<file path="src/rtl/ulpi_reg_sequencer_pkg.sv">
`timescale 1ns/1ps
`default_nettype none
// +--------------------------------------------------------------------------+
// | Module   : ulpi_reg_sequencer_pkg                                         |
// | Purpose  : Shared constants for the ULPI register sequencer: USB3300     |
// |            register addresses, sniffer-mode init values, init table      |
// |            size and the sequencer state encoding.                        |
// | Ports    : none (package)                                                |
// | Revision : 1.0 - initial release                                         |
// +--------------------------------------------------------------------------+
package ulpi_reg_sequencer_pkg;

  // USB3300 register addresses
  localparam logic [5:0] FUNC_CTRL = 6'h04;
  localparam logic [5:0] IFC_CTRL  = 6'h07;
  localparam logic [5:0] OTG_CTRL  = 6'h0A;

  // Sniffer-mode values: FS transceiver, non-driving opmode, SuspendM=1,
  // pulldowns off, default interface control.
  localparam logic [7:0] FUNC_CTRL_SNIFF = 8'h49;
  localparam logic [7:0] OTG_CTRL_SNIFF  = 8'h00;
  localparam logic [7:0] IFC_CTRL_DEF    = 8'h00;

  localparam int N_INIT     = 3;
  localparam int INIT_IDX_W = 2;

  typedef enum logic [2:0] {
    ST_RST_WAIT   = 3'd0,
    ST_INIT_ISSUE = 3'd1,
    ST_INIT_WAIT  = 3'd2,
    ST_IDLE       = 3'd3,
    ST_USR_WAIT   = 3'd4
  } seq_state_e;

  // Packs one init table entry as {addr, data}.
  function automatic logic [13:0] init_entry(input logic [5:0] addr,
                                             input logic [7:0] data);
    return {addr, data};
  endfunction

endpackage
`default_nettype wire

</file>
<file path="src/rtl/ulpi_reg_sequencer_init_rom.sv">
`timescale 1ns/1ps
`default_nettype none
// +--------------------------------------------------------------------------+
// | Module   : ulpi_init_rom                                                  |
// | Purpose  : Combinational boot-init table, idx -> {addr, data}.           |
// |            Order: FUNC_CTRL, OTG_CTRL, IFC_CTRL.                          |
// | Ports    : idx  in  INIT_IDX_W  table index                              |
// |            addr out 6           register address                        |
// |            data out 8           register value                          |
// | Revision : 1.0 - initial release                                         |
// +--------------------------------------------------------------------------+
module ulpi_init_rom
  import ulpi_reg_sequencer_pkg::*;
(
  input  logic [INIT_IDX_W-1:0] idx,
  output logic [5:0]            addr,
  output logic [7:0]            data
);

  logic [13:0] entry;

  always_comb begin
    entry = '0;
    case (idx)
      2'd0:    entry = init_entry(FUNC_CTRL, FUNC_CTRL_SNIFF);
      2'd1:    entry = init_entry(OTG_CTRL,  OTG_CTRL_SNIFF);
      2'd2:    entry = init_entry(IFC_CTRL,  IFC_CTRL_DEF);
      default: entry = '0;
    endcase
  end

  assign addr = entry[13:8];
  assign data = entry[7:0];

endmodule
`default_nettype wire

</file>
<file path="src/rtl/ulpi_reg_sequencer.sv">
`timescale 1ns/1ps
`default_nettype none
// +--------------------------------------------------------------------------+
// | Module   : ulpi_reg_sequencer                                             |
// | Purpose  : Shares the ULPI register-write engine between a boot init     |
// |            table and a runtime user write port. Init runs once after     |
// |            reset; user writes are served afterwards.                    |
// | Ports    : clk        in   ULPI 60 MHz clock                              |
// |            rst_n      in   async active-low reset                         |
// |            DIR        in   ULPI DIR, PHY owns bus while high              |
// |            USR_REQ    in   user write request (level, held until ack)     |
// |            USR_ADDR   in   [5:0] user register address                   |
// |            USR_DATA   in   [7:0] user register data                      |
// |            USR_ACK    out  1-cycle completion/timeout pulse              |
// |            USR_BUSY   out  high whenever not IDLE                        |
// |            WRITE_DATA out  1-cycle start pulse to the register writer    |
// |            ADDR       out  [5:0] address to the register writer          |
// |            DATA       out  [7:0] data to the register writer             |
// |            BUSY       in   register writer busy                          |
// |            INIT_DONE  out  sticky, all init entries issued               |
// |            ERROR      out  sticky, any transaction timed out             |
// | Revision : 1.0 - initial release                                         |
// +--------------------------------------------------------------------------+
module ulpi_reg_sequencer
  import ulpi_reg_sequencer_pkg::*;
#(
  parameter int STARTUP_WAIT = 16,
  parameter int TIMEOUT      = 255
) (
  input  logic       clk,
  input  logic       rst_n,
  input  logic       DIR,
  input  logic       USR_REQ,
  input  logic [5:0] USR_ADDR,
  input  logic [7:0] USR_DATA,
  output logic       USR_ACK,
  output logic       USR_BUSY,
  output logic       WRITE_DATA,
  output logic [5:0] ADDR,
  output logic [7:0] DATA,
  input  logic       BUSY,
  output logic       INIT_DONE,
  output logic       ERROR
);

  // One counter serves both the startup wait and the transaction timeout.
  localparam int TMO_W = $clog2(TIMEOUT + 1);
  localparam int STW_W = $clog2(STARTUP_WAIT + 1);
  localparam int CNT_W = (TMO_W > STW_W) ? TMO_W : STW_W;

  seq_state_e            state_q, state_d;
  logic [CNT_W-1:0]      cnt_q, cnt_d;
  logic [INIT_IDX_W-1:0] idx_q, idx_d;
  logic                  busy_seen_q, busy_seen_d;
  logic                  write_data_q, write_data_d;
  logic [5:0]            addr_q, addr_d;
  logic [7:0]            data_q, data_d;
  logic                  usr_ack_q, usr_ack_d;
  logic                  init_done_q, init_done_d;
  logic                  error_q, error_d;

  logic [5:0] rom_addr;
  logic [7:0] rom_data;
  logic       bus_free;
  logic       busy_fell;
  logic       timed_out;

  ulpi_init_rom u_init_rom (
    .idx  (idx_q),
    .addr (rom_addr),
    .data (rom_data)
  );

  assign bus_free  = !DIR && !BUSY;
  // A fall only counts once the writer has actually accepted the request.
  assign busy_fell = busy_seen_q && !BUSY;
  assign timed_out = (cnt_q == CNT_W'(TIMEOUT));

  always_comb begin
    state_d      = state_q;
    cnt_d        = cnt_q;
    idx_d        = idx_q;
    busy_seen_d  = busy_seen_q;
    write_data_d = 1'b0;
    addr_d       = addr_q;
    data_d       = data_q;
    usr_ack_d    = 1'b0;
    init_done_d  = init_done_q;
    error_d      = error_q;

    case (state_q)
      ST_RST_WAIT: begin
        if (cnt_q == CNT_W'(STARTUP_WAIT - 1)) begin
          cnt_d   = '0;
          idx_d   = '0;
          state_d = ST_INIT_ISSUE;
        end else begin
          cnt_d = cnt_q + 1'b1;
        end
      end

      ST_INIT_ISSUE: begin
        if (bus_free) begin
          addr_d       = rom_addr;
          data_d       = rom_data;
          write_data_d = 1'b1;
          cnt_d        = '0;
          busy_seen_d  = 1'b0;
          state_d      = ST_INIT_WAIT;
        end
      end

      ST_INIT_WAIT: begin
        cnt_d = cnt_q + 1'b1;
        if (BUSY) begin
          busy_seen_d = 1'b1;
        end
        if (busy_fell || timed_out) begin
          if (!busy_fell) begin
            error_d = 1'b1;
          end
          if (idx_q == INIT_IDX_W'(N_INIT - 1)) begin
            init_done_d = 1'b1;
            state_d     = ST_IDLE;
          end else begin
            idx_d   = idx_q + 1'b1;
            state_d = ST_INIT_ISSUE;
          end
        end
      end

      ST_IDLE: begin
        // The ack cycle is spent in IDLE; the still-held request from the
        // finished transaction must not start a second write.
        if (USR_REQ && bus_free && !usr_ack_q) begin
          addr_d       = USR_ADDR;
          data_d       = USR_DATA;
          write_data_d = 1'b1;
          cnt_d        = '0;
          busy_seen_d  = 1'b0;
          state_d      = ST_USR_WAIT;
        end
      end

      ST_USR_WAIT: begin
        cnt_d = cnt_q + 1'b1;
        if (BUSY) begin
          busy_seen_d = 1'b1;
        end
        if (busy_fell || timed_out) begin
          if (!busy_fell) begin
            error_d = 1'b1;
          end
          usr_ack_d = 1'b1;
          state_d   = ST_IDLE;
        end
      end

      default: begin
        state_d = ST_RST_WAIT;
        cnt_d   = '0;
      end
    endcase
  end

  always_ff @(posedge clk or negedge rst_n) begin
    if (!rst_n) begin
      state_q      <= ST_RST_WAIT;
      cnt_q        <= '0;
      idx_q        <= '0;
      busy_seen_q  <= 1'b0;
      write_data_q <= 1'b0;
      addr_q       <= '0;
      data_q       <= '0;
      usr_ack_q    <= 1'b0;
      init_done_q  <= 1'b0;
      error_q      <= 1'b0;
    end else begin
      state_q      <= state_d;
      cnt_q        <= cnt_d;
      idx_q        <= idx_d;
      busy_seen_q  <= busy_seen_d;
      write_data_q <= write_data_d;
      addr_q       <= addr_d;
      data_q       <= data_d;
      usr_ack_q    <= usr_ack_d;
      init_done_q  <= init_done_d;
      error_q      <= error_d;
    end
  end

  assign WRITE_DATA = write_data_q;
  assign ADDR       = addr_q;
  assign DATA       = data_q;
  assign USR_ACK    = usr_ack_q;
  assign USR_BUSY   = (state_q != ST_IDLE);
  assign INIT_DONE  = init_done_q;
  assign ERROR      = error_q;

endmodule
`default_nettype wire
</file>
<file path="config.mk">
export PLATFORM = sky130hd
export DESIGN_NAME = ulpi_reg_sequencer
export DESIGN_NICKNAME = d
export VERILOG_FILES = /design/src/rtl/ulpi_reg_sequencer_pkg.sv /design/src/rtl/ulpi_reg_sequencer_init_rom.sv /design/src/rtl/ulpi_reg_sequencer.sv
export SDC_FILE = /design/constraint.sdc
export NUM_CORES = 1
export LEC_CHECK = 0
export ABC_AREA = 0
export CORE_MARGIN = 5
export CORE_UTILIZATION = 25
export DETAILED_ROUTE_END_ITERATION = 8
export SYNTH_ARGS = -nofsm -noshare
export SYNTH_HDL_FRONTEND = slang
export SYNTH_SLANG_ARGS = --single-unit
</file>
<file path="constraint.sdc">
create_clock -name clk -period 1.95 [get_ports clk]
set_input_delay 0.195 -clock clk [delete_from_list [all_inputs] [get_ports clk]]
set_output_delay 0.195 -clock clk [all_outputs]
set_load 0.01 [all_outputs]
</file>
==> results of run 1 <==
## cells in the final DEF (no fill, tap or decap), types with 3 or more instances in the layout
cell and count:
nor2b_1 3, ha_1 6, nor3_1 4, mux2i_1 5, inv_1 8, nor2_1 12
nand3_1 8, clkdlybuf4s50_1 37, nand2_1 30, clkbuf_8 7, dfrtp_1 32, o21ai_0 14
a21oi_1 9, buf_4 4
## synth_stat cells (all sizes together) (2+ instances only)
library cell  count  area share, %
a21oi             9            2.7
a22oi             2           0.89
a41o              2            1.2
and3              3            1.2
buf               7            3.0
clkbuf            2           0.45
dfrtp            32             48
ha                6            4.5
inv               8            1.8
mux2i             5            3.0
nand2            30            6.7
nand3             9            3.0
nor2             12            2.7
nor2b             3            1.1
nor3              4            1.2
o211ai            2           0.89
o21ai            18            6.3
o22ai             2           0.74
o311ai            2            1.0
or4               2           0.89
## flip-flops by register name (all words and copies together), names as in the netlist
signal	cells
USR_ACK	1
WRITE_DATA	1
busy_seen_q	1
ADDR	6
idx_q	2
cnt_q	8
state_q	3
DATA	8
INIT_DONE	1
ERROR	1
## metal layers
metal	share of wire (%)	GRT usage, %	up-vias	routed length, um
met2	43	15.5	40	1730
li1	-	-	710	-
met3	7.1	3.68	4	281
met1	49	12.9	640	1930
met4	0.93	2.97	0	37
met5	0	0	-	0
## final timing paths
kind	startpoint	to	slack, ns	cells past startpoint
min	rst_n	idx_q[1]	0.32	2
max	state_q[2]	USR_BUSY	0.1	3
max reg2reg	cnt_q[0]	cnt_q[7]	0.21	5
min reg2reg	DATA[4]	DATA[4]	0.48	2
min in group clk	USR_DATA[7]	DATA[7]	0.46	3
max in group asynchronous	rst_n	cnt_q[5]	1.32	2
## layout make-up
class                           count  area share [%]
Clock inverter                      1            1.34
Clock buffer                        7            4.29
Inverter                            8            1.34
Timing Repair Buffer               41            17.8
Tap cell                           77            4.29
Sequential cell                    32            35.6
Multi-Input combinational cell    128            35.3
## worst max-delay path, stage by stage, from the launching register on
cell             delay, ns
dfrtp_1               0.55
and3b_1               0.24
inv_1                 0.06
clkdlybuf4s50_1       0.53
## metrics by stage
stage / setup slack, ns / std cells
floorplan: 0.310 / 177
global placement: 0.238 / 286
detailed placement: 0.157 / 286
CTS: 0.0904 / 294
global route: 0.0166 / 294
finish: 0.0954 / 294
## power by group through the flow
stage | sequential (uW) | combinational, uW | clock (uW)
floorplan | 983 | 558 | 0
global placement | 1000 | 849 | 0
detailed placement | 1000 | 868 | 0
CTS | 993 | 868 | 723
global route | 1030 | 987 | 742
finish | 994 | 856 | 698
## cells by family (layout without fill, tap and decap cells)
logic type	count (synthesis)	count (layout)	synth area share [%]
AOI/OAI and AO/OA	48	48	20.0
xor gates and xnor gates	1	1	0.521
adders and majority gates	6	6	4.46
buffers and inverters	17	57	5.21
DFF	32	32	47.6
muxes	5	5	2.98
and+or+nand+nor	68	68	19.2
==> results.toml, run 1 <==
[logic_synthesis]
synth_edf_count = 0
syn-cell-area_um2 = 1680
async_reset_ff_share_pct = 100
synth-seq-cells = 32
synth.avg_cell_area_um2 = 9.50
yosys_warnings = 0
ys_seq_area_share_pct = 47.6
synthesis.nets = 202
syn_inst = 177
synth_flop_cell = "dfrtp_1"
ys_types = 44

[detailed_routing]
drt-pass1-iter-count = 4
vias_per_cell = 4.74
vias = 1394
wl_per_cell_um = 13.5
drt_iter0_drc = 51
postRouteAntennaNets = 0
wirelength_um = 3980
drc_errors = 0

[clock_tree]
postCtsHoldBufs = 0
clkSinkCount = 32
clkTransAtPathRegs_ns = 0.07
cts_buffers = 5
htreeDepth = 2
postCtsSetupBuffers = 0
clockRootBuffer = "clkbuf_8"
clock_latency_ns = 0.28
cts-resized-gates = 0
cts_tree = "done"
clockBufferDepth = 2

[die]
dieArea_um2 = 8470
die_y_um = 92.0
design.core.area_um2 = 6460
io_pins = 38
die_w_um = 92.0
rows = 29
initial_core_util_pct = 26.0

[finish]
areaGrowthSynthToFinish_pct = 33.6
nFillCells = 686
multiInputGateArea_um2 = 793
final_util_pct = 34.8
num-nets-final = 241
final_area_um2 = 2250
layout-drive-gt1-share_pct = 9.22
diodes = 0
seqCellArea_um2 = 801

[timing]
timing.fmax_ghz = 0.539
worst_clock_skew_ns = 0.00541
finalSetupViolations = 0
min_period_ns = 1.85
rsz0062_at_grt = "no"
maxSlewHeadroom_pct = 72.4
tightest_slew_ns = 0.409
slew_violations = 0
fin_hold_ws_ns = 0.317
tns_ns = 0
finalHoldViolations = 0
finalCritPeriodShare_pct = 95.1

[power]
seq_power_share_pct = 39.0
p_leak_uw = 0.000984
ir_drop_mv = 0.396
p_int_uw = 1690
p_comb_share_pct = 33.6
swShare_pct = 33.8
p_clk_share_pct = 27.4
p_switching_uw = 861
total_power_uw = 2550
pwr_density_cell_nw_per_um2 = 1130

[critical_path]
path_class = "flop to output port"
cp.required_ns = 1.75
crit_path_start_kind = "flop"
end_kind = "output port"
crit_fanout = 11
cp.arrival_ns = 1.66

[global_route]
overflow = 0
grt_first_pass_wirelength_um = 6900
grt_use_total_pct = 9.93
grt_pass1_vias = 1471
antenna_found_initial = 0
grt_max_degree = 33

[outcome]
status = "complete, no violations"

[flow_run]
maxCapViolations = 0

[worst_hold_path]
hold_path_class = "input port to asynchronous set/reset pin"

[placed_design]
port_buffers = 37
place_area_um2 = 2120
gp_congestion = 0.789
place_hpwl_um = 2830
Note: power is estimated with default switching activity, not from simulation.
==> inputs of run 2 (changes only) <==
--- a/config.mk
+++ b/config.mk
@@ -7,8 +7,9 @@
 export LEC_CHECK = 0
 export ABC_AREA = 0
 export CORE_MARGIN = 5
-export CORE_UTILIZATION = 25
+export CORE_UTILIZATION = 50
 export DETAILED_ROUTE_END_ITERATION = 8
+export PLACE_DENSITY = 0.8
 export SYNTH_ARGS = -nofsm -noshare
 export SYNTH_HDL_FRONTEND = slang
 export SYNTH_SLANG_ARGS = --single-unit
==> run 2 against run 1 <==
  * Setup slack worse by 0.015 ns
  * Critical path type unchanged
  * First-iteration DRC count increased by 140%
  * Register-to-register slack got worse by 0.03 ns
  * Largest cell class unchanged
  * Cell count fell by 11%
==> results.toml, run 2 (synthesis results as in run 1) <==
[detailed_routing]
drc_errors = 0
postRouteAntennaNets = 0
drt_iter0_drc = 122
wirelength_um = 3680
drt-pass1-iter-count = 4
vias_per_cell = 5.56
vias = 1456
wl_per_cell_um = 14.0

[critical_path]
r2r_end = "cnt_q[7]"
cp.arrival_ns = 1.67
r2r_start = "cnt_q[0]"
crit_fanout = 12
crit_path_start_kind = "flop"
cpPeakStageDelay_ns = 0.53
reg2reg_depth = 5
cp.buffers_inverters = 2
cp-startpoint = "state_q[0]"
crit_slowest_cell = "clkdlybuf4s50_1"
worstPathCellList = "and3b_1 > inv_1 > clkdlybuf4s50_1"
cp.required_ns = 1.75
cp_top_family = "buffers and inverters"
path_class = "flop to output port"
worst-r2r-setup-slack_ns = 0.18
end_kind = "output port"

[power]
p_leak_uw = 0.000954
pwr_density_cell_nw_per_um2 = 1060
total_power_uw = 2270
ir_drop_mv = 0.661

[global_route]
grt_pass1_vias = 1371
use_met2_pct = 28.5
overflow = 0
antenna_found_initial = 0
met1_usage_pct = 21.4
grt_use_met3_pct = 5.75
grt_use_total_pct = 17.4
grt_max_degree = 33
busiest_layer = "met2"
grt_first_pass_wirelength_um = 6040

[timing]
tightest_slew_ns = 0.450
timing.fmax_ghz = 0.535
fin_hold_ws_ns = 0.273
tns_ns = 0
finalSetupViolations = 0
slew_violations = 0
fin_ws_ns = 0.0803
worst_clock_skew_ns = 0.00497
finalCritPeriodShare_pct = 95.9
finalHoldViolations = 0
maxSlewHeadroom_pct = 70.0
rsz0062_at_grt = "no"
min_period_ns = 1.87

[placed_design]
gp_congestion = 0.916
place_hpwl_um = 2770
post-place-ws_ns = 0.182
port_buffers = 37

[finish]
final_cell_mix = "clkdlybuf4s50_1 (37), dfrtp_1 (30), nand2_1 (30)"
num-nets-final = 241
final_util_pct = 65.4
areaGrowthSynthToFinish_pct = 27.8
final_common_cell = "clkdlybuf4s50_1"
layout-drive-gt1-share_pct = 9.72
diodes = 0

[clock_tree]
postCtsHoldBufs = 0
clockRootBuffer = "clkbuf_4"
cts_buffers = 5
clock_latency_ns = 0.32
clockBufferDepth = 2
clkTransAtPathRegs_ns = 0.09
cts_tree = "done"
htreeDepth = 2
clkSinkCount = 32

[die]
design.core.area_um2 = 3280
die_y_um = 68.0
io_pins = 38
die_w_um = 68.0
dieArea_um2 = 4620
initial_core_util_pct = 51.2
rows = 21

[worst_hold_path]
hold_path_class = "input port to asynchronous set/reset pin"

[flow_run]
maxCapViolations = 0

[outcome]
status = "complete, no violations"
## run 2: cell types whose count changed in the layout (fill, tap and decap cells not counted), sizes merged
cell	before	now
bufinv	1	0
## run 2: power by group
| group | internal [uW] | switching (uW) | total (uW) |
|---|---|---|---|
| Combinational | 411 | 455 | 866 |
| Sequential | 825 | 170 | 995 |
| Clock | 204 | 210 | 414 |
| Total | 1440 | 835 | 2270 |
## run 2: stage by stage
step                      area (um^2)  instances
after floorplan                  1680        177
after global placement           2080        255
after detailed placement         2080        255
after CTS                        2150        262
after global routing             2150        262
final                            2150        262
## run 2: cell type report
class                           instances  area [um^2]
Fill cell                             262         1130
Clock buffer                            7         65.1
Tap cell                               46         57.6
Inverter                                8         30.0
Multi-Input combinational cell        128          793
Sequential cell                        32          803
Timing Repair Buffer                   41          400
## run 2: per-layer routing
metal / wire length, um / part of all wire (%) / vias to the layer above
met2: 1710 / 46 / 51
met3: 294 / 8.0 / 7
met5: 0 / 0 / -
li1: - / - / 708
met4: 48 / 1.3 / 0
met1: 1630 / 44 / 690
## run 2: worst max path at each step
stage                     slack, ns  cells after the start         end
after CTS                      0.04                      3    USR_BUSY
after global routing          0.003                      3    USR_BUSY
after detailed placement       0.18                      5  state_q[1]
after floorplan                0.31                      5    idx_q[0]
final                          0.08                      3    USR_BUSY
after global placement         0.25                      5  state_q[1]
## run 2: what timing repair did
action                                  4_1_cts  5_1_grt
resized for setup                             0        2
endpoints found under the setup margin        0        1
setup buffers                                 0        0
